<file path="src/rtl/hamming_enc_stream_if.sv">
// Stream bundle between a word source, the Hamming(15,11) encoder and a codeword sink.
// No logic: carries the input handshake, the output handshake and the emitted-word count.
// The slave modport is the encoder's view; the master modport is the source/sink view.
interface hamming_enc_stream_if #(
    parameter int CNT_W = 16
) ();
    logic             in_valid;
    logic             in_ready;
    logic [10:0]      in_data;
    logic [3:0]       in_inj_pos;
    logic             out_valid;
    logic             out_ready;
    logic [14:0]      out_code;
    logic [CNT_W-1:0] out_cnt;

    modport slave (
        input  in_valid, in_data, in_inj_pos, out_ready,
        output in_ready, out_valid, out_code, out_cnt
    );

    modport master (
        output in_valid, in_data, in_inj_pos, out_ready,
        input  in_ready, out_valid, out_code, out_cnt
    );
endinterface

</file>
<file path="src/rtl/hamming_enc_stream.sv">
// Streaming Hamming(15,11) encoder with optional single-bit error injection and an emitted-word counter.
// Latency: one cycle from input acceptance to out_valid when the output register is free.
// Backpressure: output register plus one-entry skid; in_ready (registered) drops while the skid is occupied.
module hamming_enc_stream #(
    parameter int CNT_W = 16
) (
    input  logic                 clk,
    input  logic                 rst,
    hamming_enc_stream_if.slave  bus
);

    logic [10:0]      w_d;
    logic             w_p1, w_p2, w_p4, w_p8;
    logic [14:0]      w_enc;
    logic [14:0]      w_inj_mask;
    logic [14:0]      w_code;
    logic             w_in_hs;
    logic             w_out_hs;
    logic             w_or_load;
    logic             w_sk_full_nxt;

    logic             r_or_full;
    logic [14:0]      r_or_code;
    logic             r_sk_full;
    logic [14:0]      r_sk_code;
    logic             r_in_ready;
    logic [CNT_W-1:0] r_cnt;

    assign w_d = bus.in_data;

    // Even parity over the positions whose index has the matching bit set.
    // Data bits sit at positions 3,5,6,7,9,10,11,12,13,14,15 (d0..d10).
    always_comb begin
        w_p1 = ^{w_d[0], w_d[1], w_d[3], w_d[4], w_d[6], w_d[8], w_d[10]};
        w_p2 = ^{w_d[0], w_d[2], w_d[3], w_d[5], w_d[6], w_d[9], w_d[10]};
        w_p4 = ^{w_d[1], w_d[2], w_d[3], w_d[7], w_d[8], w_d[9], w_d[10]};
        w_p8 = ^w_d[10:4];
        // Listed from position 15 down to position 1.
        w_enc = {w_d[10:4], w_p8, w_d[3:1], w_p4, w_d[0], w_p2, w_p1};
    end

    // One-hot flip mask for the requested codeword position; position 0 means no injection.
    always_comb begin
        w_inj_mask = '0;
        for (int i = 1; i < 16; i++) begin
            if (bus.in_inj_pos == 4'(i)) begin
                w_inj_mask[i-1] = 1'b1;
            end
        end
    end

    assign w_code = w_enc ^ w_inj_mask;

    // Handshakes and the skid occupancy that in_ready will reflect next cycle.
    // When the output register is free the skid always drains into it, and no
    // new word can arrive in that cycle because in_ready was low.
    always_comb begin
        w_in_hs       = bus.in_valid & r_in_ready;
        w_out_hs      = r_or_full & bus.out_ready;
        w_or_load     = ~r_or_full | w_out_hs;
        w_sk_full_nxt = w_or_load ? 1'b0 : (r_sk_full | w_in_hs);
    end

    // Output register / skid register movement, registered ready and handshake counter.
    always_ff @(posedge clk) begin
        if (rst) begin
            r_or_full  <= 1'b0;
            r_or_code  <= '0;
            r_sk_full  <= 1'b0;
            r_sk_code  <= '0;
            r_in_ready <= 1'b1;
            r_cnt      <= '0;
        end else begin
            if (w_or_load) begin
                if (r_sk_full) begin
                    r_or_code <= r_sk_code;
                    r_or_full <= 1'b1;
                end else if (w_in_hs) begin
                    r_or_code <= w_code;
                    r_or_full <= 1'b1;
                end else begin
                    // Code is left as-is; only out_valid qualifies it.
                    r_or_full <= 1'b0;
                end
            end else if (w_in_hs) begin
                r_sk_code <= w_code;
            end
            r_sk_full  <= w_sk_full_nxt;
            r_in_ready <= ~w_sk_full_nxt;
            if (w_out_hs) begin
                r_cnt <= r_cnt + CNT_W'(1);
            end
        end
    end

    assign bus.in_ready  = r_in_ready;
    assign bus.out_valid = r_or_full;
    assign bus.out_code  = r_or_code;
    assign bus.out_cnt   = r_cnt;

endmodule

</file>
<file path="src/flat_wrapper.sv">
// flat-port wrapper written by rule: the top's interface ports become plain ports
module hamming_enc_stream_flat 
#(
    parameter int CNT_W = 16
)
  (clk, rst, bus_in_valid, bus_in_data, bus_in_inj_pos, bus_out_ready, bus_in_ready, bus_out_valid, bus_out_code, bus_out_cnt);
  hamming_enc_stream_if #(.CNT_W(CNT_W)) bus_i ();
  input  logic clk;
  input  logic rst;
  input wire logic [$bits(bus_i.in_valid)-1:0] bus_in_valid;
  input wire logic [$bits(bus_i.in_data)-1:0] bus_in_data;
  input wire logic [$bits(bus_i.in_inj_pos)-1:0] bus_in_inj_pos;
  input wire logic [$bits(bus_i.out_ready)-1:0] bus_out_ready;
  output wire logic [$bits(bus_i.in_ready)-1:0] bus_in_ready;
  output wire logic [$bits(bus_i.out_valid)-1:0] bus_out_valid;
  output wire logic [$bits(bus_i.out_code)-1:0] bus_out_code;
  output wire logic [$bits(bus_i.out_cnt)-1:0] bus_out_cnt;
  assign bus_i.in_valid = bus_in_valid;
  assign bus_i.in_data = bus_in_data;
  assign bus_i.in_inj_pos = bus_in_inj_pos;
  assign bus_i.out_ready = bus_out_ready;
  assign bus_in_ready = bus_i.in_ready;
  assign bus_out_valid = bus_i.out_valid;
  assign bus_out_code = bus_i.out_code;
  assign bus_out_cnt = bus_i.out_cnt;
  hamming_enc_stream #(.CNT_W(CNT_W)) u_core (.clk(clk), .rst(rst), .bus(bus_i));
endmodule
</file>
<file path="config.mk">
export PLATFORM = sky130hd
export DESIGN_NAME = hamming_enc_stream_flat
export DESIGN_NICKNAME = d
export VERILOG_FILES = /design/src/rtl/hamming_enc_stream_if.sv /design/src/rtl/hamming_enc_stream.sv /design/src/flat_wrapper.sv
export SDC_FILE = /design/constraint.sdc
export NUM_CORES = 1
export LEC_CHECK = 0
export ABC_AREA = 1
export CORE_MARGIN = 2
export CORE_UTILIZATION = 45
export DETAILED_ROUTE_END_ITERATION = 10
export GPL_TIMING_DRIVEN = 1
export PLACE_DENSITY = 0.76
export SLEW_MARGIN = 30
export SYNTH_ARGS = -nofsm -noshare
export SYNTH_HDL_FRONTEND = slang
export SYNTH_SLANG_ARGS = --single-unit
</file>
<file path="constraint.sdc">
create_clock -name clk -period 1.21 [get_ports clk]
set_clock_uncertainty 0.1 [all_clocks]
set_input_delay 0.242 -clock clk [delete_from_list [all_inputs] [get_ports clk]]
set_output_delay 0.242 -clock clk [all_outputs]
set_load 0.02 [all_outputs]
</file>
# == Yosys cells after proc, flatten, opt, wreduce, memory -nomap -nowiden ==
# Index checks and enable logic that the tools add are counted.
# Widths: inputs -> output; s select.
# word_totals
regBits,49
out_inout_bits,33
elab_cells,57
inputBits,19
# classes
bitwise_logic,8
add_sub_neg,1
muxes,20
eq_ne,15
reduce_logical,7
# op_table
cell,count
$eq 4x4->1 const B,8
$mux 15,2
$reduce_xor 7->1,4
$mux 1,18
$add 16x1->16 const B,1
$eq 4x3->1 const B,4
$xor 15x15->15,1
$eq 4x2->1 const B,2
$eq 4x1->1 const B,1
$reduce_and 2->1,2
$not 1->1,3
$and 1x1->1,2
$or 1x1->1,2
$reduce_bool 2->1,1

# == Logic depth before layout (Yosys ltp) ==
# Gate-level depths: netlist of run 1.
# logic_depth
word_depth,5
mapped_depth,14
depth_no_buf,13

# == Worst setup path after synthesis of run 1 ==
# OpenSTA, ideal clock, no wires.
# synth_path
kind,register to register
startpoint,register u_core.r_cnt[0] (netlist: u_core.bus.out_cnt[0])
endpoint,register u_core.r_cnt[14] (netlist: u_core.bus.out_cnt[14])
t_arrival_ns,1.301
required_ns,0.992
setup_ns,0.118
path_stages_with_launch,7
n_path_buf,0
period_less_slack_ns,1.519
path_slack_ns,-0.309
cell_sequence,dfxtp_1 -> ha_1 -> nand4_4 -> nor2_2 -> nand4_1 -> o21ai_1 -> a21oi_1
# synth_between
elab_chain_len,1
# synth_lines
element,line_no,text
"start, declared",hamming_enc_stream.sv:27,logic [CNT_W-1:0] r_cnt;
"start signal, assigned",hamming_enc_stream.sv:91,r_cnt <= r_cnt + CNT_W'(1);
$add 16x1->16,hamming_enc_stream.sv:91,
# Every way passes these cells.
# A chain may end at the register's enable or synchronous reset.

# == Worst setup path in the final report of run 1 ==
# layout_path
startpoint,register u_core.r_or_full (netlist: u_core.bus.out_valid)
endpoint,register u_core.r_sk_code[2]
# layout_between
elab_chain_len,4
word_cells_on_any_way,5
classes_between,4 x bitwise; 1 x reduce/logical
# layout_lines
element,line_no,text
"start, declared",hamming_enc_stream.sv:22,logic r_or_full;
"start signal, assigned",hamming_enc_stream.sv:67,r_or_full <= 1'b0;
"start signal, assigned",hamming_enc_stream.sv:77,r_or_full <= 1'b1;
"start signal, assigned",hamming_enc_stream.sv:80,r_or_full <= 1'b1;
$and 1x1->1 / $not 1->1 (equally long branches),"hamming_enc_stream.sv:59, hamming_enc_stream.sv:60",
$or 1x1->1 (*),hamming_enc_stream.sv:60,w_or_load = ~r_or_full | w_out_hs;
$not 1->1 (no line) (*),n/a,
$reduce_and 2->1 (no line) (*),n/a,
"end signal, assigned",hamming_enc_stream.sv:86,r_sk_code <= w_code;
"end, declared",hamming_enc_stream.sv:25,logic [14:0] r_sk_code;
# Every way passes the cells marked *; elsewhere a longest branch is shown, timed or not.

==> results.md, run 1 <==
STA:
- The time the final worst path needs with I/O delays and setup is 1360 ps.
- The count of endpoints failing hold in the final timing report came to 0.
- Based on the critical path, the design can be clocked at up to 735 MHz.
- The total of endpoints with negative setup slack in the final report is 33.
- At the pin with the least slew margin, the transition time is 315 ps.
- The max-slew violation count came to 0.
- Dividing the final minimum period by the clock period gives 1.13.
- Measured against its own limit, the worst slew margin works out to 0.790.
- Setup repair after global routing could not meet its margin everywhere.
- On the final layout, the worst hold slack is 313 ps.
- Setup slack on the critical path of the routed design comes to -151 ps.

Run status:
- The run finished, with violations left.
- The checks that failed: negative setup slack.

Power and ir drop:
- Of the total power, the share spent switching nets is 0.343.
- The combinational cell fraction of total power is 0.280.
- The portion of total power attributed to the clock network is 0.274.
- The sequential share of power is 0.446.
- IR analysis of the VDD net gives a maximum drop of 785 uV.
- The total leakage power is 2.18 nW.
- The total power draw is 3.93 mW.
- Summed over all nets, the switching power comes to 1.35 mW.
- The power per cell area is 892 nW/um^2.
- The internal power contribution is 2.58 mW.

Global route:
- The met1 layer usage reported by global route is 0.271.
- The wire length of the first global-routing pass is 13200 um.
- For met3 alone, demand over resource in global routing was 0.0383.
- The maximum number of pins on one net before global-route repair is 19.
- For this run the aggregate overflow at the end of global routing stands at 0.
- In this run the most used layer during global routing was met2.
- The global-route usage over all layers is 0.221.
- The number of antenna violations at the first check in global routing came to 0.
- The met2 routing resource usage after global routing is 0.386.
- The via count of the first global-routing pass is 3094.

Clocking:
- The clock net sink count is 49.
- The number of hold-repair buffers added at the cts stage is 0.
- The H-tree generated during clock tree synthesis spans 2 levels.
- The cell chosen for the clock root is clkbuf_8.
- The later pin in the worst-skew pair is clocked with a latency of 320 ps.
- TritonCTS built the clock tree.
- The maximum clock insertion buffer count is 2.
- The number of buffers created by CTS is 5.
- The clock-pin transition on the worst setup and hold timing paths is 110 ps.

Cells and area:
- The repair_antennas step left the layout with diodes totalling 0.
- Relative to the synthesized area, the layout overhead comes to 50.2%.
- The fraction of final layout cells sized beyond drive strength 1 is 0.472.
- After the last flow step, the layout net total stands at 580.
- The core utilization of the finished layout is 0.698.
- The top cell types in the final layout, fill and taps aside, are 112 x nand2_1, 66 x buf_4, 40 x nor2_1, 38 x inv_1, 25 x nand2_2.
- The library cell used most frequently in the layout, excluding fill and tap cells, is nand2_1.

Floorplanning:
- The number of top-level pins is 52.
- The core footprint is 6310 um^2.
- The overall die height is 84.7 um.
- The die covers 7180 um^2.
- The starting density of the core is 0.465.
- The die is 84.7 um wide.
- After floorplanning, the core was divided into 29 placement rows.

Detailed routing:
- In the routed design, unresolved DRC markers number 0.
- For this block, the via count after detailed routing is 3289.
- The total length of routed wires is 8800 um.
- The via count normalized by instance count is 5.16.
- In the final routed layout, each cell accounts on average for 13.8 um.
- The number of DRC markers in iteration 0 is 146.
- The first detailed-routing pass took 5 iterations.
- In this run the remaining antenna-violating nets after routing total 0.

Synth:
- The sequential cell area fraction in the yosys report is 0.334.
- The synthesized cell area is 2930 um^2.
- The number of nets in the synthesized netlist is 477.
- In this run, synthesis produced a sequential element count of 49.
- The mean post-synth cell area is 6.42 um^2.
- The count of mapped cells out of synthesis is 457.
- The Yosys step of the flow raised 0 warnings.
- The synthesized netlist contains 30 unique library cells.

Worst setup path:
- STA classifies the critical path startpoint as a flip-flop.
- The signal arrival time at the worst endpoint is 1540 ps.
- The critical path in this run is classified as flip-flop to flip-flop.
- The data required time at the worst endpoint is 1390 ps.
- The worst setup path is captured at a flip-flop.
- Along the worst path, the maximum fanout reaches 6.

Hold path:
- The path type of the worst min-delay path is input pin to flip-flop.

Place:
- During placement, the flow inserted port buffers numbering 51.
- The placed wire-length estimate after detailed placement is 5760 um.
- At the end of routability-driven placement, the weighted congestion stood at 0.978.
- The pre-CTS setup slack is -617 ps.

Job:
- The number of maximum-capacitance violations is 0.
-- synth_stat cells --
| cell | count | share of area |
|---|---|---|
| buf_2 | 2 | 0.0034 |
| inv_4 | 2 | 0.0043 |
| dfxtp_1 | 49 | 0.33 |
| nand3b_1 | 3 | 0.0077 |
| xnor2_1 | 6 | 0.018 |
| nor3_4 | 1 | 0.0055 |
| nand2_1 | 127 | 0.16 |
| nand4_1 | 2 | 0.0043 |
| clkbuf_1 | 6 | 0.0077 |
| o21ai_0 | 15 | 0.026 |
| a21oi_2 | 2 | 0.0060 |
| inv_1 | 43 | 0.055 |
| nand4_4 | 1 | 0.0073 |
| nor2_4 | 1 | 0.0038 |
| inv_2 | 13 | 0.017 |
| xor2_1 | 14 | 0.042 |
| nor3_2 | 2 | 0.0068 |
| nand2_4 | 2 | 0.0077 |
| clkinv_2 | 1 | 0.0017 |
| nand3_1 | 10 | 0.017 |
| buf_6 | 4 | 0.015 |
| a21oi_1 | 41 | 0.070 |
| nand3_2 | 2 | 0.0068 |
| buf_4 | 3 | 0.0077 |
| nor3_1 | 6 | 0.010 |
| ha_1 | 1 | 0.0043 |
| nand2_2 | 12 | 0.026 |
| o21ai_1 | 22 | 0.038 |
| nor2_2 | 4 | 0.0085 |
| nor2_1 | 60 | 0.077 |
-- worst max-delay path, cell delays in order, from the launching register on --
cell and delay, ps:
dfxtp_4 380, inv_2 40, nor2_4 120, nand3_4 120, inv_6 110, buf_12 120
nor2_1 40, nor2_1 120, o21ai_1 110, inv_1 70
-- power groups by stage --
stage                     Sequential, mW  Combinational (mW)  Clock [mW]
after detailed placement            1.77               0.936           0
after CTS                           1.73               0.923        1.09
after global routing                1.76                1.20        1.15
after floorplan                     1.83               0.490           0
after global placement              1.77               0.918           0
final                               1.75                1.10        1.08
-- repair_timing --
action | 4_1_cts | 5_1_grt
setup endpoints to repair | 77 | 61
resized for setup | 199 | 128
setup buffers | 4 | 2
pin swaps | 22 | 32
cloned | 1 | 2
-- worst paths after layout --
check | startpoint | to | slack, ps | cells after the start
hold / removal | bus_in_data[3] | u_core.bus.out_code[6] | 310 | 5
setup reg to reg | u_core.bus.out_valid | u_core.r_sk_code[2] | -150 | 9
hold reg to reg | u_core.bus.out_cnt[7] | u_core.bus.out_cnt[7] | 370 | 1
setup / recovery | u_core.bus.out_valid | u_core.r_sk_code[2] | -150 | 9
-- cell type report --
| cell class | instances | area, um^2 |
|---|---|---|
| Fill cell | 520 | 1910 |
| Multi-Input combinational cell | 334 | 2030 |
| Tap cell | 77 | 96.3 |
| Clock buffer | 5 | 68.8 |
| Timing Repair Buffer | 111 | 898 |
| Sequential cell | 49 | 1040 |
| Inverter | 59 | 244 |
| Clock inverter | 3 | 28.8 |
-- sequential cells by signal, summed over array words and instances, names as in the netlist --
register	cells
u_core.bus.out_valid	1
u_core.r_sk_code	15
u_core.bus.out_code	15
u_core.bus.in_ready	1
u_core.r_sk_full	1
u_core.bus.out_cnt	16
-- layer usage --
| metal | vias to the layer above | wire [um] |
|---|---|---|
| li1 | 1626 | - |
| met1 | 1532 | 3500 |
| met2 | 108 | 4600 |
| met3 | 23 | 479 |
| met4 | 0 | 219 |
| met5 | - | 0 |
-- logic make-up (layout without fill, tap and decap cells) --
kind of cell               after synthesis  after routing  share of synthesized area
adders and majority gates                1              1                    0.00427
AOI/OAI and AO/OA                       80             80                      0.139
and+or+nand+nor                        233            233                      0.351
DFF                                     49             49                      0.334
buffers and inverters                   74            178                      0.112
xor gates and xnor gates                20             20                     0.0597
-- metrics by stage --
stage / TNS (ps) / cells / area [um^2]
floorplan: -627 / 457 / 3040
global placement: -23770 / 621 / 3940
detailed placement: -24910 / 621 / 3940
CTS: -674 / 634 / 4050
global route: -4820 / 638 / 4410
finish: -2130 / 638 / 4410
No activity file was read; power rests on OpenSTA's default activity.
==> run 2: changes to the inputs <==
CORE_MARGIN = unset   (was 2)
MAX_ROUTING_LAYER = met4   (was unset)
==> run 2 against run 1 <==
Against the previous run: the flow still finishes with violations (negative setup slack); critical path depth fell by 3; wire length rose by 1.9%; worst hold slack improved by 41 ps; die area fell by 4.7%; largest cell class unchanged; largest power group unchanged.
==> results.md, run 2 (same netlist as run 1, synthesis figures left out) <==
Floorplanning:
- The number of top-level pins is 52.
- The site row count is 29.
- The chip width is 82.7 um.
- The overall die height is 82.7 um.
- The floorplan step defined a die boundary enclosing 6840 um^2.
- The core footprint is 6310 um^2.
- The starting density of the core is 0.465.

STA:
- The max-slew headroom at the worst pin is 0.782.
- The max-slew violation count is 0.
- The worst path setup slack after routing is -215 ps.
- Setup repair after global routing could not meet its margin everywhere.
- The actual slew at the worst max-slew pin is 326 ps.
- Timing would allow up to 702 MHz.
- Setup violations remaining at the end of the flow were counted as 42.
- In the finished design, the share of the clock period the worst path needs comes to 1.18.
- Subtracting the final worst setup slack from the clock period gives 1430 ps.
- The count of endpoints failing hold in the final timing report came to 0.

Global route:
- The via count of the first global-routing pass is 2920.
- For this run, the total global-route usage over all layers was measured as 0.248.
- The number of antenna violations at the first check in global routing came to 0.
- The remaining global-route overflow is 0.
- The wire length of the first global-routing pass is 12700 um.
- Entering global routing, the biggest net connects 19 pins.

Cells and area:
- The most frequent standard cell in the layout excluding fill and tap cells is nand2_1.
- The flip-flop count of the largest register after layout is 16.
- The count of fill cells added during filler insertion is 479.
- Of the cells placed in the final design, the portion with a size suffix greater than 1 is 0.488.
- Summing all flip-flop and latch instances after layout gives 1040 um^2.
- The antenna cell count is 0.
- The relative area change from synthesis to final layout is 55.2%.
- In the final layout, the multi-input gates occupy 2100 um^2.
- The core utilization of the finished layout is 0.721.
- The library cells used most frequently in the layout, excluding fill and tap cells, are 110 x nand2_1, 64 x buf_4, 41 x nor2_1, 36 x inv_1, 25 x nand2_2.
- In the final design database the tool counted 583 nets.

Detailed routing:
- The final layout contains routed wiring with a total length of 8970 um.
- After detailed routing, the average wire length per cell comes to 14.0 um.
- For this run, design rule violations remaining after detail routing come to 0.
- The via count normalized by instance count is 5.12.
- The final antenna-violating net count is 0.
- The detailed router finished its first iteration with 184 violations.
- The total iterations of the first detailed-routing run is 4.
- The routed layout has 3285 vias.

Clocking:
- The clock net sink count is 49.
- Clock tree synthesis inserted a total of 5 buffers.
- The maximum clock insertion buffer count is 2.
- The clock tree from TritonCTS is done.
- Clock-pin slew was measured on the worst setup and hold paths at 100 ps.
- The cell chosen for the clock root is clkbuf_8.
- In this run the number of H-tree levels came out at 2.
- The later pin in the worst-skew pair is clocked with a latency of 310 ps.

Run status:
- The final reports fail on negative setup slack.
- The run finished, with violations left.

Worst setup path:
- For this run, the slowest stage of the critical path takes 410 ps.
- The cell with the largest stage delay on the worst path is dfxtp_4.
- Data on the critical path is required at its endpoint by 1320 ps.
- STA classifies the critical path endpoint as a flip-flop.
- The signal arrival time at the worst endpoint is 1540 ps.
- The critical path goes through ha_4 -> nand4_4 -> nor2_4 -> nand4_1 -> o21ai_1 -> a21oi_1.
- STA classifies the critical path startpoint as a flip-flop.
- The kind of critical path is flip-flop to flip-flop.
- In this run the worst path has a maximum fanout of 4.

Power and ir drop:
- In this run the static leakage power is 2.22 nW.
- The power per cell area is 873 nW/um^2.
- The total power draw is 3.97 mW.
- VDD sags by at most 481 uV.

Place:
- The HPWL after detailed placement is 5640 um.
- During placement, the flow inserted port buffers numbering 51.
- The last weighted congestion value of the routability-driven placer is 0.909.

Hold path:
- The path type of the worst min-delay path is input pin to flip-flop.

Job:
- Across the run, the number of max-cap violations was 0.
run 2: worst paths after layout:
| kind | slack, ps | cells after the start | to | from |
|---|---|---|---|---|
| min | 350 | 5 | u_core.bus.out_code[13] | bus_in_data[9] |
| min reg2reg | 400 | 1 | u_core.bus.out_cnt[7] | u_core.bus.out_cnt[7] |
| max | -220 | 6 | u_core.bus.out_cnt[14] | u_core.bus.out_cnt[1] |
| max reg2reg | -220 | 6 | u_core.bus.out_cnt[14] | u_core.bus.out_cnt[1] |
run 2: final cells by class:
| type | instances | share of cell area |
|---|---|---|
| inverter | 59 | 0.0575 |
| timing repair buffer | 113 | 0.210 |
| timing repair inverter | 1 | 0.00192 |
| tap | 77 | 0.0212 |
| clock buffer | 5 | 0.0151 |
| sequential | 49 | 0.228 |
| multi-input combinational | 334 | 0.461 |
| clock inverter | 3 | 0.00632 |
run 2: timing repair:
| action | 4_1_cts | 5_1_grt |
|---|---|---|
| gates cloned | 1 | 4 |
| pin swaps | 26 | 38 |
| hold buffers | 0 | 0 |
| buffers inserted | 5 | 7 |
| resized for setup | 206 | 140 |
| endpoints found under the setup margin | 78 | 66 |
run 2: per-layer routing:
layer / track usage / up-vias / share of wire
met3: 0.0363 / 25 / 0.050
met2: 0.431 / 104 / 0.52
met5: - / - / 0
met1: 0.300 / 1517 / 0.41
met4: 0.0638 / 0 / 0.025
li1: - / 1639 / -
run 2: metrics by stage:
stage / TNS (ps) / hold slack (ps) / setup WS, ps / instance area [um^2] / std cells
6_report: -4610 / 354 / -215 / 4550 / 641
4_1_cts: -949 / 366 / -103 / 4020 / 631
3_3_place_gp: -23700 / 345 / -583 / 3900 / 617
5_1_grt: -7510 / 372 / -310 / 4550 / 641
2_1_floorplan: -627 / 234 / -74.5 / 3040 / 457
3_5_place_dp: -25040 / 349 / -631 / 3900 / 617
run 2: critical path: cells and delay by family, from the launching register on:
kind | cells | cell delay [ps]
compound gates | 2 | 270
fa+ha+maj | 1 | 160
flops | 1 | 410
simple gates | 3 | 390
run 2: power by group:
part | leakage (nW) | internal [mW] | switching, mW
clock | 0.0506 | 0.434 | 0.634
combinational | 1.76 | 0.482 | 0.664
sequential | 0.413 | 1.68 | 0.0763
total | 2.22 | 2.60 | 1.37
==> run 3: changes to the inputs <==
CORE_ASPECT_RATIO = 1.5   (was unset)
GPL_TIMING_DRIVEN = unset   (was 1)
==> run 3 against run 2 <==
Against the previous run: the flow still finishes with violations (negative setup slack); global-route usage grew 1.8 points; non-clock buffer count is the same; design area shrank 2.3%; largest cell class unchanged.
==> results.md, run 3 (same netlist as run 1, synthesis figures left out) <==
Run status:
- The run finished, with violations left.
- The final reports fail on negative setup slack.

STA:
- The total of endpoints with negative setup slack in the final report is 43.
- The time the final worst path needs with I/O delays and setup is 1380 ps.
- Headroom to the max-slew limit came out at 0.800.
- Setup repair after global routing could not meet its margin everywhere.
- The worst path setup slack after routing is -170 ps.
- The max-slew violation count is 0.
- The final worst-path cycle share is 1.14.
- At the pin with the least slew margin, the transition time is 300 ps.
- The highest attainable clock frequency is 725 MHz.
- The count of endpoints failing hold in the final timing report is 0.
- The worst hold margin is 333 ps.

Clocking:
- TritonCTS built the clock tree.
- The clock tree synthesis step divided the H-tree into 2 levels.
- The worst-skew pair later-pin latency is 300 ps.
- After clock tree synthesis, the clock-pin slew on the worst setup and hold paths is 90 ps.
- The clock passes through at most 2 buffers.
- The number of buffers created by CTS is 5.
- The tree is rooted in a clkbuf_8.
- Counting every sink on the clock net gives 49.

Worst setup path:
- The highest net fanout along the worst path is 4.
- The worst setup path is launched from a flip-flop.
- STA classifies the critical path endpoint as a flip-flop.
- STA puts the critical path data arrival time at 1520 ps.
- The critical path startpoint is u_core.bus.out_cnt[7].
- In this run the critical register-to-register path is launched from u_core.bus.out_cnt[7].
- The kind of critical path is flip-flop to flip-flop.
- The data required time at the worst endpoint is 1350 ps.

Hold path:
- The startpoint identified for the worst hold timing path is bus_in_data[3].
- The path type of the worst min-delay path is input pin to flip-flop.

Job:
- Across the run, the number of max-cap violations was 0.

Cells and area:
- The library cell used most frequently in the layout, excluding fill and tap cells, is nand2_1.
- Relative to the synthesized area, the layout overhead comes to 51.7%.
- Once layout is done, the placed cells without fillers occupy 4450 um^2.
- The net count reported at finish is 582.
- The register with the most flip-flops in the layout has 16 of them.
- The library cells used most frequently in the layout, excluding fill and tap cells, are 112 x nand2_1, 50 x buf_4, 40 x nor2_1, 37 x inv_1.
- Summing all multi-input logic gate instances after layout gives 2010 um^2.
- The area used by sequential logic in the layout is 1030 um^2.
- The antenna cell count is 0.
- The fraction of final layout cells sized beyond drive strength 1 is 0.448.
- The filler cells instantiated in the layout total 486.

Floorplanning:
- The die area is 6850 um^2.
- The core footprint is 6220 um^2.
- The starting density of the core is 0.472.
- The overall die height is 101 um.
- The die is 67.9 um wide.
- The site row count is 35.
- 52 I/O pins were placed.

Detailed routing:
- After detailed routing, the total wire length is 8650 um.
- The via count normalized by instance count is 5.14.
- The final antenna-violating net count is 0.
- The pre-antenna-repair detailed-routing pass consisted of 4 iterations.
- The number of DRC markers in iteration 0 is 133.
- The routed wire length per instance is 13.6 um.
- The count of unresolved DRC violations after routing is 0.
- The via total after detailed routing is 3277.

Place:
- The number of buffers inserted by port buffering is 51.
- OpenSTA, run right after detailed placement, puts the worst setup slack at -625 ps.
- The last weighted congestion value of the routability-driven placer is 0.966.
- The placed wire-length estimate after detailed placement is 5620 um.
- Once placement finished, the instance area stood at 3980 um^2.

Global route:
- Across every metal layer, demand over resource in global routing totals 0.267.
- After global routing the overflow that remains totals 0.
- Entering global routing, the biggest net connects 27 pins.
- The number of antenna violations at the first check in global routing is 0.
- The wire length of the first global-routing pass is 13600 um.
- The via count of the first global-routing pass is 3198.

Power and ir drop:
- The portion of total power attributed to the clock network is 0.280.
- The internal power contribution is 2.66 mW.
- In this run the static leakage power is 2.20 nW.
- Across the VDD grid, the largest voltage drop is 636 uV.
- The net switching component of the power is 1.24 mW.
- In this run the power density over the cells is 877 nW/um^2.
- The sequential share of power is 0.450.
- Of the total power, the share spent switching nets is 0.318.
- Of the total power, combinational logic draws 0.270.
- After layout, the design draws a total of 3.90 mW.
[run 3: layer usage]
metal,share of wire,global-route usage
met4,0.046,0.144
met3,0.034,0.0249
met2,0.55,0.497
met5,0,-
met1,0.37,0.259
[run 3: worst max-delay path: stages, from the launching register on]
cell     delay, ps
dfxtp_2        370
nand2_1        170
nor2_1         230
nand3_2        110
xnor2_1        150
nand2_1         80
a21oi_2        110
[run 3: area by class of cell]
type,instances,share of cell area
clock buffer,7,0.0219
clock inverter,1,0.00197
sequential,49,0.232
timing repair buffer,113,0.213
tap,74,0.0208
inverter,59,0.0582
multi-input combinational,334,0.452
[run 3: final timing paths]
| kind | slack (ps) | to | cells past startpoint |
|---|---|---|---|
| setup reg to reg | -170 | u_core.bus.out_cnt[15] | 6 |
| setup / recovery | -170 | u_core.bus.out_cnt[15] | 6 |
| hold / removal | 330 | u_core.bus.out_code[6] | 5 |
| hold reg to reg | 380 | u_core.bus.out_cnt[12] | 2 |
[run 3: per-stage QoR]
stage,std cells,utilization,TNS (ps)
finish,637,0.715,-3020
global route,637,0.715,-5470
CTS,634,0.673,-1980
detailed placement,620,0.640,-25610
global placement,620,0.640,-23660
floorplan,457,-,-627
[run 3: power groups by stage]
stage | logic [mW] | registers [mW] | clock network (mW)
after CTS | 0.951 | 1.74 | 1.10
after global routing | 1.15 | 1.76 | 1.17
final | 1.05 | 1.75 | 1.09
after detailed placement | 0.934 | 1.77 | 0
after global placement | 0.915 | 1.77 | 0
after floorplan | 0.490 | 1.83 | 0
[run 3: timing repair]
| item | in CTS | in global routing |
|---|---|---|
| gates resized for setup | 224 | 88 |
| hold buffers | 0 | 0 |
| cloned | 2 | 0 |
| setup endpoints to repair | 79 | 50 |
| endpoints found under the hold margin | 0 | 0 |
| pin swaps | 40 | 19 |
| buffers inserted | 5 | 3 |
